$ cat src/rtl/mips_mem_arbiter.sv
// Round-robin arbiter sharing one AXI-Lite master port among NUM_REQ requesters.
// Optional per-requester wait counters when MIPS_MEM_ARB_PERF_EN is defined.
module mips_mem_arbiter #(
  parameter int NUM_REQ = 2,
  parameter int ADDR_W  = 32
) (
  input  logic                      mips_cpu_clk,
  input  logic                      mips_axi_if_resetn,
  input  logic [NUM_REQ-1:0]        req_valid,
  input  logic [NUM_REQ-1:0]        req_we,
  input  logic [NUM_REQ*ADDR_W-1:0] req_addr,
  input  logic [NUM_REQ*32-1:0]     req_wdata,
  input  logic [NUM_REQ*4-1:0]      req_wstrb,
  output logic [NUM_REQ-1:0]        req_ready,
  output logic [NUM_REQ-1:0]        resp_valid,
  output logic [31:0]               resp_rdata,
  output logic                      resp_err,
  output logic [ADDR_W-1:0]         axi_araddr,
  output logic                      axi_arvalid,
  input  logic                      axi_arready,
  input  logic [31:0]               axi_rdata,
  input  logic [1:0]                axi_rresp,
  input  logic                      axi_rvalid,
  output logic                      axi_rready,
  output logic [ADDR_W-1:0]         axi_awaddr,
  output logic                      axi_awvalid,
  input  logic                      axi_awready,
  output logic [31:0]               axi_wdata,
  output logic [3:0]                axi_wstrb,
  output logic                      axi_wvalid,
  input  logic                      axi_wready,
  input  logic [1:0]                axi_bresp,
  input  logic                      axi_bvalid,
  output logic                      axi_bready
`ifdef MIPS_MEM_ARB_PERF_EN
  ,
  output logic [NUM_REQ*32-1:0]     arb_wait_cnt
`endif
);

  localparam int IDX_W = (NUM_REQ > 1) ? $clog2(NUM_REQ) : 1;

  typedef enum logic [2:0] {
    S_IDLE,
    S_RD_ADDR,
    S_RD_DATA,
    S_WR_REQ,
    S_WR_RESP
  } state_t;

  state_t               state_q;
  logic [IDX_W-1:0]     rr_ptr_q;
  logic [IDX_W-1:0]     gnt_q;
  logic [NUM_REQ-1:0]   resp_valid_q;
  logic [31:0]          resp_rdata_q;
  logic                 resp_err_q;
  logic [ADDR_W-1:0]    araddr_q;
  logic                 arvalid_q;
  logic                 rready_q;
  logic [ADDR_W-1:0]    awaddr_q;
  logic                 awvalid_q;
  logic [31:0]          wdata_q;
  logic [3:0]           wstrb_q;
  logic                 wvalid_q;
  logic                 bready_q;
  logic                 aw_done_q;
  logic                 w_done_q;

  logic                 grant_found;
  logic [IDX_W-1:0]     grant_idx;
  logic [IDX_W:0]       cand;
  logic [NUM_REQ-1:0]   grant_oh;
  logic [IDX_W-1:0]     rr_ptr_d;
  logic                 aw_hs;
  logic                 w_hs;

  // Search from rr_ptr upward with wrap-around; first pending requester wins.
  always_comb begin
    grant_found = 1'b0;
    grant_idx   = '0;
    cand        = '0;
    for (int k = 0; k < NUM_REQ; k++) begin
      cand = {1'b0, rr_ptr_q} + (IDX_W+1)'(k);
      if (cand >= (IDX_W+1)'(NUM_REQ)) begin
        cand = cand - (IDX_W+1)'(NUM_REQ);
      end
      if (!grant_found && req_valid[cand[IDX_W-1:0]]) begin
        grant_found = 1'b1;
        grant_idx   = cand[IDX_W-1:0];
      end
    end
  end

  always_comb begin
    grant_oh = '0;
    if (grant_found) begin
      grant_oh = NUM_REQ'(1) << grant_idx;
    end
  end

  always_comb begin
    if (grant_idx == IDX_W'(NUM_REQ - 1)) begin
      rr_ptr_d = '0;
    end else begin
      rr_ptr_d = grant_idx + IDX_W'(1);
    end
  end

  // The acceptance pulse is combinational so the requester sees it in the grant cycle.
  assign req_ready = (state_q == S_IDLE && mips_axi_if_resetn) ? grant_oh : '0;

  assign aw_hs = awvalid_q && axi_awready;
  assign w_hs  = wvalid_q && axi_wready;

  always_ff @(posedge mips_cpu_clk or negedge mips_axi_if_resetn) begin
    if (!mips_axi_if_resetn) begin
      state_q      <= S_IDLE;
      rr_ptr_q     <= '0;
      gnt_q        <= '0;
      resp_valid_q <= '0;
      resp_rdata_q <= '0;
      resp_err_q   <= 1'b0;
      araddr_q     <= '0;
      arvalid_q    <= 1'b0;
      rready_q     <= 1'b0;
      awaddr_q     <= '0;
      awvalid_q    <= 1'b0;
      wdata_q      <= '0;
      wstrb_q      <= '0;
      wvalid_q     <= 1'b0;
      bready_q     <= 1'b0;
      aw_done_q    <= 1'b0;
      w_done_q     <= 1'b0;
    end else begin
      resp_valid_q <= '0;
      case (state_q)
        S_IDLE: begin
          if (grant_found) begin
            gnt_q    <= grant_idx;
            rr_ptr_q <= rr_ptr_d;
            if (req_we[grant_idx]) begin
              awaddr_q  <= req_addr[grant_idx*ADDR_W +: ADDR_W];
              wdata_q   <= req_wdata[grant_idx*32 +: 32];
              wstrb_q   <= req_wstrb[grant_idx*4 +: 4];
              awvalid_q <= 1'b1;
              wvalid_q  <= 1'b1;
              aw_done_q <= 1'b0;
              w_done_q  <= 1'b0;
              state_q   <= S_WR_REQ;
            end else begin
              araddr_q  <= req_addr[grant_idx*ADDR_W +: ADDR_W];
              arvalid_q <= 1'b1;
              state_q   <= S_RD_ADDR;
            end
          end
        end
        S_RD_ADDR: begin
          if (axi_arready) begin
            arvalid_q <= 1'b0;
            rready_q  <= 1'b1;
            state_q   <= S_RD_DATA;
          end
        end
        S_RD_DATA: begin
          if (axi_rvalid) begin
            rready_q     <= 1'b0;
            resp_valid_q <= NUM_REQ'(1) << gnt_q;
            resp_rdata_q <= axi_rdata;
            resp_err_q   <= |axi_rresp;
            state_q      <= S_IDLE;
          end
        end
        S_WR_REQ: begin
          if (aw_hs) begin
            awvalid_q <= 1'b0;
            aw_done_q <= 1'b1;
          end
          if (w_hs) begin
            wvalid_q <= 1'b0;
            w_done_q <= 1'b1;
          end
          // AW and W may complete in either order or together.
          if ((aw_done_q || aw_hs) && (w_done_q || w_hs)) begin
            bready_q <= 1'b1;
            state_q  <= S_WR_RESP;
          end
        end
        S_WR_RESP: begin
          if (axi_bvalid) begin
            bready_q     <= 1'b0;
            resp_valid_q <= NUM_REQ'(1) << gnt_q;
            resp_err_q   <= |axi_bresp;
            state_q      <= S_IDLE;
          end
        end
        default: begin
          state_q <= S_IDLE;
        end
      endcase
    end
  end

  assign resp_valid  = resp_valid_q;
  assign resp_rdata  = resp_rdata_q;
  assign resp_err    = resp_err_q;
  assign axi_araddr  = araddr_q;
  assign axi_arvalid = arvalid_q;
  assign axi_rready  = rready_q;
  assign axi_awaddr  = awaddr_q;
  assign axi_awvalid = awvalid_q;
  assign axi_wdata   = wdata_q;
  assign axi_wstrb   = wstrb_q;
  assign axi_wvalid  = wvalid_q;
  assign axi_bready  = bready_q;

`ifdef MIPS_MEM_ARB_PERF_EN
  logic [NUM_REQ*32-1:0] wait_cnt_q;

  // Counts cycles a requester is pending but not accepted; wraps naturally.
  always_ff @(posedge mips_cpu_clk or negedge mips_axi_if_resetn) begin
    if (!mips_axi_if_resetn) begin
      wait_cnt_q <= '0;
    end else begin
      for (int i = 0; i < NUM_REQ; i++) begin
        if (req_valid[i] && !req_ready[i]) begin
          wait_cnt_q[i*32 +: 32] <= wait_cnt_q[i*32 +: 32] + 32'd1;
        end
      end
    end
  end

  assign arb_wait_cnt = wait_cnt_q;
`endif

endmodule
$ cat config.mk
export PLATFORM = sky130hd
export DESIGN_NAME = mips_mem_arbiter
export DESIGN_NICKNAME = d
export VERILOG_FILES = /design/src/rtl/mips_mem_arbiter.sv
export SDC_FILE = /design/constraint.sdc
export NUM_CORES = 1
export LEC_CHECK = 0
export CORE_MARGIN = 2
export CORE_UTILIZATION = 40
export CTS_BUF_LIST = sky130_fd_sc_hd__clkbuf_16
export DETAILED_ROUTE_END_ITERATION = 16
export PLACE_DENSITY = 0.8
export SETUP_SLACK_MARGIN = 0.02
export SYNTH_ARGS = -nofsm -noshare
export SYNTH_HDL_FRONTEND = slang
export SYNTH_SLANG_ARGS = --single-unit
export TNS_END_PERCENT = 10
$ cat constraint.sdc
create_clock -name mips_cpu_clk -period 2.4 [get_ports mips_cpu_clk]
set_input_delay 0.24 -clock mips_cpu_clk [delete_from_list [all_inputs] [get_ports mips_cpu_clk]]
set_output_delay 0.24 -clock mips_cpu_clk [all_outputs]
set_load 0.1 [all_outputs]
==> flow_summary.ini, run 1 <==
[run_status]
outcome = finished clean

[clocking]
h-tree-depth = 4
holdBufCountCts = 0
clk_pin_slew_ps = 60
cts_resized = 0
clockBufferDepth = 2
cts.sinks = 147
cts-root-buf = clkbuf_16
cts_made_buffers = 17
tritoncts = built
post_cts_buffers = 0
clk_latency_ps = 420

[logic_synthesis]
muxShareOfSynthArea = 0.3494
ys_warn_count = 0
synth_top_family_by_area = multiplexers
ys_seq_area_frac = 0.5622
synthXorXnorAreaFrac = 0
synth_enable_flop_cells = 0
ys.flop_type = dfrtp_1
synth_area_um2 = 6543
synthAdderAreaFrac = 0
ys_ff_latch = 147
synth_cells = 437
synthDistinctLibCells = 39
yosysTopAreaCellShare = 0.5622
syn_nets = 620
synth_compound_area_frac = 0.02869
yosysTopAreaCell = dfrtp_1
syn_area_per_cell_um2 = 14.97
synth-simple-area-share = 0.02869
netlist_top_cells_area = dfrtp_1 (56%), mux2_2 (33%), mux2_4 (2.1%), buf_4 (0.92%), buf_6 (0.86%)
async_flop_share = 1.000

[floorplanning]
die_h_um = 131.9
row_count = 46
die-area_um2 = 17400
core_area_um2 = 15940
start_util = 0.4104
ioPinCount = 325
die_w_um = 131.9

[setup_path]
r2r_end = axi_araddr[28]
reg2reg_depth = 5
cp-end-kind = output port
reg2reg_slack_ps = 380
required_ps = 2160
worstPathArrival_ps = 1930
r2r-start = state_q[1]
cp_max_fo = 8
cp-start-kind = register
crit_type = register to output port

[global_route]
grt_pass1_wl_um = 28920
grt_start_max_net_pins = 77
antenna_found_initial = 0
grt_pass1_vias = 5463
grt_overflow_total = 0
track_usage = 0.2115

[worst_hold_path]
holdCritPathClass = input port to async pin

[route]
first_pass_iters = 4
ant_nets = 0
dr_total_vias = 4928
vias_per_cell = 4.943
routed_wl_um = 18220
wire_per_inst_um = 18.27
drc_errors = 0
drtIter0Drc = 140

[timing]
slew_viol_final = 0
finalSetupViolations = 0
fin_tns_setup_ps = 0
rsz0062_at_grt = no
fmax_mhz = 461.7
period_share = 0.9025
hold_viol_final = 0
period_needed_ps = 2166
clock_skew_ps = 8.183
slew_headroom = 0.3552
fin_ws_ps = 233.9
tightest_slew_ps = 967.2

[place]
place_area_um2 = 9731
place_ws_ps = 199.1
dp_hpwl_um = 13870
portBuffers = 324
place.gp.congestion = 0.7983

[flow_run]
cap_violations = 0

[cells_and_area]
nFillCells = 1222
antenna_cells = 0
seqCellArea_um2 = 3679
final_area_um2 = 10320
multi_input_area_um2 = 2676
areaGrowthSynthToFinish_pct = 57.77
nets = 951
drive_gt1_frac = 0.5006
[layout make-up]
type | count | area share
multi-input cells | 260 | 0.2593
repair buffers | 337 | 0.2990
well taps | 216 | 0.02618
clock buffers | 17 | 0.04121
clock inverters | 15 | 0.01612
inverters | 5 | 0.001818
flip-flops and latches | 147 | 0.3564
[flip-flops by register name (all words and copies together), names as in the netlist, 2 cells and up]
register / cells
state_q: 3
axi_wstrb: 4
axi_araddr: 32
resp_rdata: 32
resp_valid: 2
axi_awaddr: 32
axi_wdata: 32
[worst max path at each step]
stage | from | to | slack (ps) | cells past startpoint
finish | state_q[1] | req_ready[0] | 230 | 4
global route | state_q[1] | req_ready[0] | 110 | 4
CTS | state_q[1] | req_ready[0] | 200 | 4
detailed placement | req_valid[0] | axi_araddr[11] | 200 | 6
global placement | req_valid[0] | axi_wdata[26] | 280 | 6
floorplan | rr_ptr_q | req_ready[0] | 220 | 5
[worst max-delay path: stages, from the launching register on]
cell and delay (ps):
dfrtp_1 460, nor3_2 390, o21a_1 240, and3_1 220
buf_12 190
[kinds of logic (layout without fill, tap and decap cells)]
logic type             Yosys count  count (layout)
muxes                          200             200
DFF                            147             147
and+or+nand+nor                 32              32
buffers and inverters           30             374
AOI/OAI and AO/OA               28              28
[cells in the mapped netlist (all sizes together) (2+ instances only)]
cell and count:
mux2 200, dfrtp 147, buf 18, a21oi 8, nand2 8, clkbuf 7
and3 5, inv 5, nor2 5, o21ai 5, nor2b 3, nor3 3
a211oi 2, a31oi 2, and2 2, nand3 2, o21a 2
[per-stage QoR]
stage | utilization | hold WS, ps | std cells
6_report | 0.6475 | 43.84 | 997
5_1_grt | 0.6475 | 103.6 | 997
4_1_cts | 0.6475 | 83.13 | 997
3_5_place_dp | 0.6103 | 447.0 | 965
3_3_place_gp | 0.6103 | 442.5 | 965
2_1_floorplan | - | -55.59 | 437
[per-layer routing]
| metal | global-route usage | up-vias | wire length, um |
|---|---|---|---|
| met2 | 0.3837 | 218 | 9369 |
| met1 | 0.2185 | 2428 | 6794 |
| met5 | 0 | - | 0 |
| met3 | 0.07766 | 41 | 1453 |
| met4 | 0.09118 | 0 | 598 |
| li1 | - | 2241 | - |
[cells in the final DEF (no fill, tap or decap), types with 2 or more instances in the layout]
master and instances:
a211oi_1 2, mux2_4 9, and2_1 2, nand2_1 7, and3_1 4, nor2b_1 3, o21ai_0 4, buf_12 8
bufinv_16 3, clkinv_1 2, inv_1 6, clkdlybuf4s50_1 181, nand3_1 2, buf_4 147, clkinvlp_4 2, clkbuf_16 17
a21oi_1 8, dfrtp_1 147, clkinv_4 3, clkinv_2 3, nor2_1 5, a31oi_1 2, mux2_2 191
Power of run 1 is not shown: default switching activity piles up to over one toggle a cycle in this logic, so the estimate is an artifact.
==> run 2: changes to the inputs <==
--- a/config.mk
+++ b/config.mk
@@ -8,6 +8,6 @@
 export CORE_MARGIN = 2
-export CORE_UTILIZATION = 40
+export CORE_UTILIZATION = 38
 export CTS_BUF_LIST = sky130_fd_sc_hd__clkbuf_16
 export DETAILED_ROUTE_END_ITERATION = 16
-export PLACE_DENSITY = 0.8
+export PLACE_DENSITY = 0.76
 export SETUP_SLACK_MARGIN = 0.02
--- a/constraint.sdc
+++ b/constraint.sdc
@@ -3,2 +3,2 @@
 set_output_delay 0.24 -clock mips_cpu_clk [all_outputs]
-set_load 0.1 [all_outputs]
+set_load 0.01 [all_outputs]
==> flow_summary.ini, run 2 (synthesis results as in run 1) <==
[run_status]
outcome = finished clean

[clocking]
h-tree-depth = 4
tritoncts = built
clockBufferDepth = 2
cts.sinks = 147
clk_latency_ps = 410
cts-root-buf = clkbuf_16
cts_made_buffers = 17
clk_pin_slew_ps = 60

[floorplanning]
die_w_um = 135.2
start_util = 0.3917
core_area_um2 = 16700
row_count = 47
ioPinCount = 325
die-area_um2 = 18280
die_h_um = 135.2

[flow_run]
cap_violations = 0

[worst_hold_path]
holdCritPathClass = input port to async pin

[cells_and_area]
final_common_cell = clkdlybuf4s50_1
multi_input_area_um2 = 2676
drive_gt1_frac = 0.3223
areaGrowthSynthToFinish_pct = 63.68
nFillCells = 1244
utilization = 0.6412
nets = 952
antenna_cells = 0
final_area_um2 = 10710
final_cell_mix = clkdlybuf4s50_1 (322), mux2_2 (191), dfrtp_1 (146)
seqCellArea_um2 = 3680

[global_route]
track_usage = 0.1992
grt_pass1_vias = 5344
grt_pass1_wl_um = 28020
grt_start_max_net_pins = 77
antenna_found_initial = 0
grt_overflow_total = 0

[route]
wire_per_inst_um = 18.11
dr_total_vias = 4850
first_pass_iters = 4
ant_nets = 0
drtIter0Drc = 73
drc_errors = 0
routed_wl_um = 18150
vias_per_cell = 4.840

[timing]
slew_headroom = 0.3677
clock_skew_ps = 4.901
fmax_mhz = 441.6
fin_tns_setup_ps = 0
period_needed_ps = 2264
period_share = 0.9435
tightest_slew_ps = 948.4
finalSetupViolations = 0
rsz0062_at_grt = no
slew_viol_final = 0
hold_viol_final = 0

[pwr]
power_density_nw_per_um2 = 1254
p_int_mw = 9.363
leakagePower_nw = 4.385
power_frac_comb = 0.457
p_sw_frac = 0.3025
ir_drop_mv = 0.5504
p_total_mw = 13.42
p_switching_mw = 4.061
seqPwrFrac = 0.334
clkPwrFrac = 0.209

[place]
place_area_um2 = 10070
place.gp.congestion = 0.8239
dp_hpwl_um = 13970
portBuffers = 324

[setup_path]
worstPathArrival_ps = 2020
r2r_end = axi_wdata[9]
r2r-start = rr_ptr_q
required_ps = 2160
reg2reg_depth = 5
cp_max_fo = 13
reg2reg_slack_ps = 400
crit_type = register to output port
cp-end-kind = output port
cp-start-kind = register
setup.worst_path.end = req_ready[1]
crit_path_start = state_q[0]
==> run 2: worst min path at each step <==
stage,start,endpoint,slack (ps),cells past startpoint
4_1_cts,mips_axi_if_resetn,axi_bready,200,2
2_1_floorplan,mips_axi_if_resetn,aw_done_q,-60,0
3_5_place_dp,mips_axi_if_resetn,rr_ptr_q,30,1
5_1_grt,mips_axi_if_resetn,axi_bready,220,2
3_3_place_gp,mips_axi_if_resetn,axi_bready,30,1
6_report,mips_axi_if_resetn,axi_bready,220,2
==> run 2: layout make-up <==
cell class,count,area share
Sequential cell,147,0.3436
Timing Repair Buffer,338,0.3202
Multi-Input combinational cell,260,0.2499
Clock buffer,17,0.03972
Tap cell,220,0.02570
Clock inverter,15,0.01904
Inverter,5,0.001753
==> run 2: what timing repair did <==
item	in CTS	in global routing
endpoints found under the hold margin	2	0
buffers inserted	0	0
resized for setup	1	1
pin swaps	0	0
hold buffers	1	0
setup endpoints to repair	1	1
==> run 2: power groups by stage <==
stage,clock (mW),sequential (mW),combinational [mW]
6_report,2.81,4.48,6.14
5_1_grt,2.98,4.64,6.53
4_1_cts,2.88,4.51,6.25
3_5_place_dp,0,4.52,6.22
3_3_place_gp,0,4.45,6.06
2_1_floorplan,0,4.96,2.27
==> run 2: critical path: stages (launching register included) <==
cell	delay, ps
dfrtp_2	500
nor3_2	230
buf_4	160
and3_1	150
clkdlybuf4s50_1	570
==> run 2: layer usage <==
metal / vias to the layer above / track usage / share of wire
met4: 0 / 0.07986 / 0.026
met5: - / 0 / 0
met3: 35 / 0.05911 / 0.081
li1: 2249 / - / -
met2: 206 / 0.3598 / 0.52
met1: 2360 / 0.2194 / 0.37
==> run 2: through the flow <==
step	setup WS (ps)	hold slack (ps)	cells
CTS	34.80	202.6	1002
global placement	206.8	29.81	969
floorplan	568.1	-55.59	437
finish	135.5	221.5	1002
global route	59.33	215.6	1002
detailed placement	167.4	32.41	969
Power figures use the tool's default switching activity.
==> run 3: changes to the inputs <==
- ABC_AREA: not set -> 1
==> flow_summary.ini, run 3 <==
[setup_path]
crit_type = register to output port
critical_path.cell_chain = nor2_4, nand2_2, nor3_1, clkdlybuf4s50_1
worstPathArrival_ps = 1900
cp-end-kind = output port
cp_max_fo = 7
slowest_delay_ps = 590
reg2reg_slack_ps = 580
required_ps = 2160
crit_buf_inv = 1
path_depth = 4
reg2reg_depth = 7
path_delay_family = buffers and inverters
cp-start-kind = register
crit_slowest_cell = clkdlybuf4s50_1

[logic_synthesis]
ys_seq_area_frac = 0.5509
yosysMostFrequentCell = nand2_1
ys.flop_type = dfrtp_1
netlist_top_cells_count = nand2_1 (567), dfrtp_1 (147), nand3_1 (83)
synth_area_um2 = 6678
synthDistinctLibCells = 18
yosysTopAreaCell = dfrtp_1
syn_area_per_cell_um2 = 7.478
netlist_top_cells_area = dfrtp_1 (55%), nand2_1 (32%), nand3_1 (6.2%), buf_2 (1.5%), clkbuf_1 (1.1%)
ys_warn_count = 0
ys_ff_latch = 147
yosysTopAreaCellShare = 0.5509
synth_cells = 893
async_flop_share = 1.000
synth_enable_flop_cells = 0
syn_nets = 1076

[cells_and_area]
final_area_um2 = 10700
seqCellArea_um2 = 3680
antenna_cells = 0
nets = 1385
areaGrowthSynthToFinish_pct = 60.26
multi_input_area_um2 = 2703
drive_gt1_frac = 0.04527
nFillCells = 1521
final_cell_mix = nand2_1 (566), clkdlybuf4s50_1 (321), dfrtp_1 (146)
final_common_cell = nand2_1
utilization = 0.6209

[floorplanning]
core_area_um2 = 17240
die_h_um = 136.6
start_util = 0.3874
row_count = 48
ioPinCount = 325
die_w_um = 136.6
die-area_um2 = 18650

[clocking]
clockBufferDepth = 2
post_cts_buffers = 0
h-tree-depth = 4
clk_latency_ps = 420
cts.sinks = 147
cts-root-buf = clkbuf_16
cts_made_buffers = 17
tritoncts = built
clk_pin_slew_ps = 60

[worst_hold_path]
holdCritPathClass = input port to register
whs_path_depth = 4

[timing]
slew_headroom = 0.4790
slew_viol_final = 0
hold_viol_final = 0
clock_skew_ps = 7.647
rsz0062_at_grt = no
fmax_mhz = 466.2
period_share = 0.8937
finalSetupViolations = 0
fin_ws_ps = 255.2
tightest_slew_ps = 781.6
period_needed_ps = 2145
fin_tns_setup_ps = 0

[route]
first_pass_iters = 5
vias_per_cell = 4.723
ant_nets = 0
dr_total_vias = 6801
drc_errors = 0
wire_per_inst_um = 15.01
routed_wl_um = 21610
drtIter0Drc = 327

[pwr]
seqPwrFrac = 0.335
p_total_mw = 12.67
p_switching_mw = 4.685
ir_drop_mv = 0.5527
clkPwrFrac = 0.207
p_int_mw = 7.986
p_sw_frac = 0.3697
power_density_nw_per_um2 = 1184
leakagePower_nw = 5.462
power_frac_comb = 0.457

[run_status]
outcome = finished clean

[global_route]
grt_overflow_total = 0
grt_pass1_vias = 6497
grt_pass1_wl_um = 33360
track_usage = 0.2343
antenna_found_initial = 0
grt_start_max_net_pins = 148

[place]
portBuffers = 324
dp_hpwl_um = 15230
place.gp.congestion = 0.8336
place_area_um2 = 10100
place_ws_ps = 325.8

[flow_run]
cap_violations = 0
[run 3: changes by cell type in the layout (fill, tap and decap cells not counted), moves of 7 or more]
cell,previous run,this run
nand2_1,7,566
nand3_1,2,83
mux2_2,191,0
mux2_4,9,0
a21oi_1,8,1
inv_1,5,19
[run 3: timing repair]
action / CTS / global route
hold endpoints to repair: 19 / 0
hold buffers: 1 / 0
endpoints found under the setup margin: 0 / 1
resized for setup: 0 / 2
[run 3: path summary, 6_finish.rpt]
path | start | endpoint
max | state_q[0] | req_ready[1]
min | req_valid[1] | rr_ptr_q
max reg2reg | state_q[1] | resp_rdata[27]
min reg2reg | axi_bready | axi_bready
max in group asynchronous | mips_axi_if_resetn | state_q[0]
min in group asynchronous | mips_axi_if_resetn | axi_awaddr[7]
[run 3: layer usage]
metal | part of all wire | up-vias | global-route usage
met4 | 0.027 | 0 | 0.08796
met5 | 0 | - | 0
met1 | 0.40 | 3118 | 0.2683
met2 | 0.49 | 278 | 0.4019
li1 | - | 3366 | -
met3 | 0.090 | 39 | 0.08333
[run 3: per-stage QoR]
stage                     hold slack [ps]  std cells
final                               316.2       1440
after global routing                339.5       1440
after CTS                           285.8       1440
after detailed placement            441.8       1407
after global placement              441.4       1407
after floorplan                    -55.59        893
[run 3: final cells by class]
class | instances | area share
sequential | 147 | 0.3439
timing repair buffer | 338 | 0.3153
multi-input combinational | 677 | 0.2525
clock buffer | 17 | 0.03975
tap | 225 | 0.02631
clock inverter | 15 | 0.01485
inverter | 21 | 0.007366
[run 3: kinds of logic after synthesis]
logic type	synth area share
simple gates	0.3955
flops	0.5509
buf+inv	0.04478
compound gates	0.008805
[run 3: worst min-delay path, delay by kind of cell]
family,cells,cell delay [ps]
buf+inv,1,130
simple gates,2,220
compound gates,1,100
[run 3: power groups by stage]
stage | logic (mW) | clock network (mW) | registers (mW)
6_report | 5.79 | 2.63 | 4.25
5_1_grt | 6.37 | 2.80 | 4.38
4_1_cts | 5.88 | 2.68 | 4.25
3_5_place_dp | 5.87 | 0 | 4.26
3_3_place_gp | 5.76 | 0 | 4.24
2_1_floorplan | 2.14 | 0 | 4.71
